<file path="src/rtl/periph_error_slave.sv">
// Error sink for the peripheral crossbar: grants every request and answers with a poisoned error response.
// Optional first-fault capture is built when PERIPH_ERR_CAPTURE_EN is defined.
module periph_error_slave #(
  parameter int unsigned ADDR_WIDTH   = 32,
  parameter int unsigned DATA_WIDTH   = 32,
  parameter int unsigned BE_WIDTH     = 4,
  parameter int unsigned ID_WIDTH     = 9,
  parameter int unsigned RESP_LATENCY = 1,
  parameter logic [DATA_WIDTH-1:0] ERR_RDATA = DATA_WIDTH'(32'hBADACCE5),
  parameter int unsigned CNT_WIDTH    = 16
) (
  input  logic                  clk_i,
  input  logic                  rst_ni,
  input  logic                  req_i,
  input  logic [ADDR_WIDTH-1:0] add_i,
  input  logic                  wen_i,
  input  logic [DATA_WIDTH-1:0] wdata_i,
  input  logic [BE_WIDTH-1:0]   be_i,
  input  logic [ID_WIDTH-1:0]   id_i,
  output logic                  gnt_o,
  output logic                  r_valid_o,
  output logic                  r_opc_o,
  output logic [ID_WIDTH-1:0]   r_id_o,
  output logic [DATA_WIDTH-1:0] r_rdata_o,
  input  logic                  clr_i,
  output logic [CNT_WIDTH-1:0]  err_count_o,
  output logic                  err_valid_o,
  output logic [ADDR_WIDTH-1:0] err_addr_o,
  output logic [ID_WIDTH-1:0]   err_id_o,
  output logic                  err_we_o
);

  logic                vld_q [RESP_LATENCY];
  logic [ID_WIDTH-1:0] id_q  [RESP_LATENCY];
  logic [CNT_WIDTH-1:0] cnt_q;

  assign gnt_o = req_i;

  // Idle slots carry a zero ID so r_id_o reads 0 whenever no response is presented.
  always_ff @(posedge clk_i or negedge rst_ni) begin
    if (!rst_ni) begin
      for (int unsigned i = 0; i < RESP_LATENCY; i++) begin
        vld_q[i] <= 1'b0;
        id_q[i]  <= '0;
      end
    end else begin
      vld_q[0] <= req_i;
      id_q[0]  <= req_i ? id_i : '0;
      for (int unsigned i = 1; i < RESP_LATENCY; i++) begin
        vld_q[i] <= vld_q[i-1];
        id_q[i]  <= id_q[i-1];
      end
    end
  end

  assign r_valid_o = vld_q[RESP_LATENCY-1];
  assign r_id_o    = id_q[RESP_LATENCY-1];
  assign r_opc_o   = r_valid_o;
  assign r_rdata_o = r_valid_o ? ERR_RDATA : '0;

  // A clear coinciding with a request restarts the count at that request.
  always_ff @(posedge clk_i or negedge rst_ni) begin
    if (!rst_ni) begin
      cnt_q <= '0;
    end else if (clr_i) begin
      cnt_q <= req_i ? CNT_WIDTH'(1) : '0;
    end else if (req_i && (cnt_q != '1)) begin
      cnt_q <= cnt_q + CNT_WIDTH'(1);
    end
  end

  assign err_count_o = cnt_q;

`ifdef PERIPH_ERR_CAPTURE_EN
  logic                  cap_valid_q;
  logic [ADDR_WIDTH-1:0] cap_addr_q;
  logic [ID_WIDTH-1:0]   cap_id_q;
  logic                  cap_we_q;

  always_ff @(posedge clk_i or negedge rst_ni) begin
    if (!rst_ni) begin
      cap_valid_q <= 1'b0;
      cap_addr_q  <= '0;
      cap_id_q    <= '0;
      cap_we_q    <= 1'b0;
    end else if (req_i && (clr_i || !cap_valid_q)) begin
      cap_valid_q <= 1'b1;
      cap_addr_q  <= add_i;
      cap_id_q    <= id_i;
      cap_we_q    <= ~wen_i;
    end else if (clr_i) begin
      cap_valid_q <= 1'b0;
      cap_addr_q  <= '0;
      cap_id_q    <= '0;
      cap_we_q    <= 1'b0;
    end
  end

  assign err_valid_o = cap_valid_q;
  assign err_addr_o  = cap_addr_q;
  assign err_id_o    = cap_id_q;
  assign err_we_o    = cap_we_q;

  logic unused_inputs;
  assign unused_inputs = ^{wdata_i, be_i};
`else
  assign err_valid_o = 1'b0;
  assign err_addr_o  = '0;
  assign err_id_o    = '0;
  assign err_we_o    = 1'b0;

  logic unused_inputs;
  assign unused_inputs = ^{wdata_i, be_i, add_i, wen_i};
`endif

endmodule

</file>
<file path="config.mk">
export PLATFORM = sky130hd
export DESIGN_NAME = periph_error_slave
export DESIGN_NICKNAME = d
export VERILOG_FILES = /design/src/rtl/periph_error_slave.sv
export SDC_FILE = /design/constraint.sdc
export NUM_CORES = 1
export LEC_CHECK = 0
export CAP_MARGIN = 5
export CORE_MARGIN = 4
export CORE_UTILIZATION = 29
export CTS_CLUSTER_SIZE = 14
export DETAILED_ROUTE_END_ITERATION = 8
export GPL_ROUTABILITY_DRIVEN = 0
export GPL_TIMING_DRIVEN = 0
export PLACE_DENSITY_LB_ADDON = 0.3
export SYNTH_ARGS = -nofsm -noshare
export SYNTH_HDL_FRONTEND = slang
export SYNTH_SLANG_ARGS = --single-unit
</file>
<file path="constraint.sdc">
create_clock -name clk_i -period 1.87 [get_ports clk_i]
set_input_delay 0.187 -clock clk_i [delete_from_list [all_inputs] [get_ports clk_i]]
set_output_delay 0.187 -clock clk_i [all_outputs]
set_load 0.005 [all_outputs]
</file>
==> out/metrics.cfg, run 1 <==
[run_status]
status=completed

[sta]
fin_hold_ws_ps=233
setup_violations=0
finalCritPeriodShare_pct=94.5
slew_violations=0
slew_headroom_pct=63.7
finalHoldViolCount=0
fmax_mhz=566
fin_crit_ps=1770
finalSetupTns_ps=0
skew_ps=4.06
worstMarginPinSlew_ps=539

[cts]
clkSlewWorstSetupHoldPaths_ps=90
postCtsHoldBufs=0
clk_latency_ps=270
cts_tree=done
cts-root-buf=clkbuf_8
clock-sinks=26
clk_path_buf_depth=2
htreeDepth=1
cts_buffers=3

[route]
antenna_left=0
vias_per_cell=3.85
topRoutingLayerUsed=met4
drc_errors=0
drt_wl_total_um=4190
drt-met1-wl_um=1620
route.met2.wl_um=2010
drt_first_iter_violations=29
wl_per_cell_um=10.6
wl_met3_um=535
dr.pass1.iters=4
via_count=1517

[power_and_ir_drop]
p_sw_mw=0.304
swShare_pct=23.7
clkPwrFrac_pct=28.5
power_density_nw_per_um2=447
p_int_mw=0.976
power.leakage_nw=1.39
seq_power_share_pct=46.5
combinationalPowerShare_pct=25.0
ir_drop_uv=390

[global_route]
grt_overflow=0
grt_pass1_wl_um=6340
grt_max_degree=27
antenna_found_initial=0
globalRouteTotalUtil_pct=10.2
grt_pass1_vias=1363

[synthesis]
synthMostInstantiatedCell=buf_4
synth-seq-cells=26
synthTopCellsByArea=dfrtp_1 (36%), buf_4 (32%), and2_1 (3.1%), a21oi_1 (2.5%), mux2_2 (2.5%)
synthDistinctLibCells=34
synth_ff_type=dfrtp_1
ys_seq_area_share_pct=35.9
yosys_warnings=0
synth_area_leader_cell=dfrtp_1
async_flop_share_pct=100
syn_inst=196
yosys-top-cells-count=buf_4 (78), dfrtp_1 (26), a21oi_1 (9), and2_1 (9)
synth_top_area_share_pct=35.9
synth_edf_count=0
avgSynthCellArea_um2=9.25
synth_area_um2=1810

[final_layout]
fin_nets=403
area_growth_pct=57.8
multi_input_area_um2=800
antenna_cells=0
layout-drive-gt1-share_pct=32.0
fill_cells=577
register_area_um2=654

[worst_setup_path]
cp_data_required_time_ps=2030
worstSetupPathType=in -> reg
start_kind=primary input
path_max_fanout=8
worstPathArrival_ps=1930
cp-end-kind=register

[die]
ioPinCount=185
start_util_pct=30.3
core_area_um2=5990
die_area_um2=7580
num_rows=28
fp.dieH_um=87.1
die_x_um=87.1

[placement]
port_buffers=59
hpwl_um=3300

[worst_hold_path]
hold_class=in -> async

[job]
max_cap_violations=0

-- area by class of cell --
cell class                      count  share of cell area (%)
Multi-Input combinational cell    141                    28.0
Sequential cell                    26                    22.9
Timing Repair Buffer               64                    22.7
Buffer                             82                    21.0
Tap cell                           75                    3.28
Clock buffer                        4                    1.92
Inverter                            2                   0.262
-- worst max-delay path: stages --
cell and delay, ps:
clkdlybuf4s50_1 500, buf_2 200, nand2_1 100, or2_1 260
nor4_2 320, mux2_2 360
-- power groups by stage --
stage | combinational [mW] | clock [mW] | sequential (mW)
final | 0.320 | 0.364 | 0.595
after global routing | 0.353 | 0.401 | 0.600
after CTS | 0.310 | 0.383 | 0.595
after detailed placement | 0.309 | 0 | 0.605
after global placement | 0.306 | 0 | 0.605
after floorplan | 0.178 | 0 | 0.605
-- cells by family (layout without fill, tap and decap cells) --
| kind of cell | after synthesis | in the layout | synth area share, % |
|---|---|---|---|
| flip-flops | 26 | 26 | 35.9 |
| other | 1 | 56 | 0.207 |
| multiplexers | 5 | 5 | 3.04 |
| adder cells (fa/ha/maj) | 1 | 1 | 0.690 |
| AO/OA/AOI/OAI | 20 | 20 | 6.69 |
| buffers and inverters | 84 | 152 | 33.6 |
| XOR/XNOR | 1 | 1 | 0.483 |
| AND/OR/NAND/NOR | 58 | 58 | 19.4 |
-- layout by cell type (no fill, tap or decap), types with 2 or more instances in the layout --
master / instances
conb_1: 56
clkbuf_8: 4
nor2b_1: 5
o31ai_1: 3
clkdlybuf4s50_1: 59
a21oi_1: 9
inv_1: 2
or3_1: 2
and2_1: 9
mux2_2: 4
nand3_1: 5
nor3_1: 7
nor2_1: 7
nor4_1: 2
nand4_1: 4
dfrtp_2: 3
clkbuf_1: 2
or4_1: 4
nand2_1: 3
o21ai_0: 5
dfrtp_1: 23
buf_4: 82
-- registers in the layout, summed over array words and instances, names as in the netlist --
register / flops
err_count_o: 16
r_opc_o: 1
r_id_o: 9
-- metal layers --
layer | GRT usage [%] | up-vias
li1 | - | 783
met1 | 11.9 | 656
met2 | 18.2 | 76
met3 | 2.74 | 2
met4 | 2.97 | 0
met5 | 0 | -
-- timing repair --
item | 4_1_cts | 5_1_grt
resized for setup | 2 | 8
setup buffers | 0 | 4
endpoints found under the setup margin | 21 | 9
hold endpoints to repair | 0 | 0
pin swaps | 0 | 3
-- through the flow --
step           area [um^2]  cells  util, %  power (mW)  setup slack (ps)
5_1_grt               2860    394     47.7        1.35             -5.65
2_1_floorplan         2020    251        -       0.783               190
6_report              2860    394     47.7        1.28               103
4_1_cts               2770    389     46.2        1.29              10.1
3_5_place_dp          2700    385     45.1       0.915              -249
3_3_place_gp          2700    385     45.1       0.911              -237
-- path summary, 6_finish.rpt --
path	to	cells after the start	slack, ps	from
max in group asynchronous	r_opc_o	2	1170	rst_ni
worst max register to register	err_count_o[11]	4	110	err_count_o[5]
min in group clk_i	r_opc_o	1	410	req_i
worst max-delay path	err_count_o[11]	6	100	req_i
worst min register to register	err_count_o[10]	2	630	err_count_o[10]
worst min-delay path	err_count_o[13]	1	230	rst_ni
(Power assumes the default switching activity.)
==> run 2: changes to the inputs <==
Settings changed: CORE_ASPECT_RATIO set to 1.4.
==> run 2 against run 1 <==
Critical path depth is the same. Sequential share of layout area is 0.29 points higher. Critical endpoint unchanged. Setup slack got worse by 54 ps. Via count grew 2.0%. Sequential power about the same. Clock skew shrank 1.1 ps. Total power down 3.6%. Die area grew 0.24%. Wire length fell by 1.0%. Global-route usage fell by 0.079 points. Combinational power about the same.
==> out/metrics.cfg, run 2 (synthesis gave the netlist of run 1 again) <==
[route]
dr.pass1.iters=4  ; unchanged
drt_wl_total_um=4150  ; -1.0%
drt_first_iter_violations=22  ; -24%
drc_errors=0  ; unchanged
vias_per_cell=4.00  ; +3.9%
wl_per_cell_um=10.7  ; +0.74%
antenna_left=0  ; unchanged
via_count=1548  ; +2.0%

[global_route]
grt.busiest_layer=met2
globalRouteTotalUtil_pct=10.1  ; -0.079 points
grt_max_degree=27  ; unchanged
met3_usage_pct=3.18  ; +0.43 points
grt_pass1_vias=1382  ; +1.4%
grt_use_met1_pct=10.7  ; -1.2 points
grt_pass1_wl_um=6190  ; -2.4%
antenna_found_initial=0  ; unchanged
use_met2_pct=18.3  ; +0.036 points
grt_overflow=0  ; unchanged

[final_layout]
largest_reg_flops=16  ; unchanged
area_growth_pct=57.0
antenna_cells=0  ; unchanged
stdcell_area_um2=2850  ; -0.48%
layout_commonest_cell=buf_4
fin_nets=402  ; -0.25%
final_cell_mix=buf_4 (81), clkdlybuf4s50_1 (59), conb_1 (56), dfrtp_1 (19)
layout-drive-gt1-share_pct=33.1  ; +1.1 points
fill_cells=584  ; +1.2%

[die]
num_rows=33  ; +18%
ioPinCount=185  ; unchanged
die_x_um=74.8  ; -14%
die_area_um2=7600  ; +0.24%
fp.dieH_um=102  ; +17%
start_util_pct=30.5  ; +0.23 points
core_area_um2=5950  ; -0.75%

[sta]
setup_ws_ps=48.6  ; -54.3 ps
slew_violations=0  ; unchanged
fmax_mhz=549  ; -3.0%
finalCritPeriodShare_pct=97.4  ; +2.9 points
finalSetupTns_ps=0  ; unchanged
skew_ps=2.91  ; -1.15 ps
finalHoldViolCount=0  ; unchanged
setup_violations=0  ; unchanged
fin_crit_ps=1820  ; +54.3 ps

[worst_setup_path]
worstPathArrival_ps=1990  ; +60 ps
path_max_fanout=8  ; unchanged
slowest_delay_ps=500  ; about the same
path_cells=clkdlybuf4s50_1 > clkbuf_4 > nand2_1 > or2_1 > nor4_2 > mux2_2
cp_data_required_time_ps=2030  ; about the same
start_kind=primary input
crit_slowest_cell=clkdlybuf4s50_1
cp-end-kind=register
worstSetupPathType=in -> reg

[cts]
cts_buffers=3  ; unchanged
postCtsHoldBufs=0  ; unchanged
cts_tree=done
clock-sinks=26  ; unchanged
clk_latency_ps=270  ; about the same
clk_path_buf_depth=2  ; unchanged
clkSlewWorstSetupHoldPaths_ps=90  ; about the same
cts-root-buf=clkbuf_8
htreeDepth=1  ; unchanged

[power_and_ir_drop]
power_density_nw_per_um2=433  ; -3.2%
power_mw=1.23  ; -3.6%
ir_drop_uv=417  ; +6.9%
power.leakage_nw=1.37  ; -1.2%

[job]
max_cap_violations=0  ; unchanged

[placement]
placed_cell_area_um2=2700  ; -0.23%
port_buffers=59  ; unchanged
dpl_worst_slack_ps=-261  ; -12.0 ps
hpwl_um=3270  ; -1.0%

[run_status]
status=completed

[worst_hold_path]
hold_class=in -> async

==> run 2: changes by cell type in the layout (fill, tap and decap cells not counted) <==
cell / delta
dfrtp_2: +4
buf_2: -1
nor4_1: -1
clkbuf_4: +1
nor4_2: +1
buf_4: -1
dfrtp_1: -4
clkbuf_8: -1
==> run 2: per-stage QoR <==
stage / utilization (%) / hold WS (ps) / instances
after CTS: 46.2 / 411 / 383
after global routing: 47.9 / 241 / 387
after floorplan: - / -109 / 251
final: 47.9 / 219 / 387
after global placement: 45.4 / 572 / 380
after detailed placement: 45.4 / 578 / 380
==> run 2: per-layer routing <==
layer / routed length [um] / vias to the layer above
met2: 2010 / 88
li1: - / 778
met4: 58 / 0
met1: 1420 / 677
met5: 0 / -
met3: 653 / 5
==> run 2: cell type report <==
type | count | area, um^2 | area share (%)
Multi-Input combinational cell | 141 | 806 | 28.3
Buffer | 82 | 604 | 21.2
Inverter | 2 | 7.51 | 0.264
Clock buffer | 3 | 41.3 | 1.45
Tap cell | 70 | 87.6 | 3.08
Sequential cell | 26 | 659 | 23.2
Timing Repair Buffer | 63 | 641 | 22.5
==> run 2: timing repair <==
action	4_1_cts	5_1_grt
resized for setup	2	14
setup buffers	0	3
endpoints found under the setup margin	21	12
pin swaps	1	3
==> run 2: critical path, delay by kind of cell <==
family	cells	cell delay, ps
buffers and inverters	2	700
multiplexers	1	370
AND/OR/NAND/NOR	3	720
==> run 2: path summary, 6_finish.rpt <==
path | from | end | slack, ps | cells past startpoint
max | req_i | err_count_o[11] | 50 | 6
min | rst_ni | err_count_o[14] | 220 | 1
max reg2reg | err_count_o[3] | err_count_o[11] | 60 | 4
min reg2reg | err_count_o[1] | err_count_o[1] | 610 | 2
max in group asynchronous | rst_ni | err_count_o[3] | 1200 | 2
min in group clk_i | req_i | r_opc_o | 410 | 1
==> run 2: where the power goes <==
group | switching, mW | leakage [nW] | internal, mW | total, mW
Combinational | 0.109 | 1.01 | 0.210 | 0.319
Sequential | 0.0170 | 0.337 | 0.579 | 0.596
Clock | 0.174 | 0.0216 | 0.145 | 0.318
Total | 0.300 | 1.37 | 0.933 | 1.23
==> run 3: changes to the inputs <==
Settings changed: TNS_END_PERCENT set to 1.
==> results of run 3 <==
No change in the layout: final DEF, timing and power equal those of run 2.
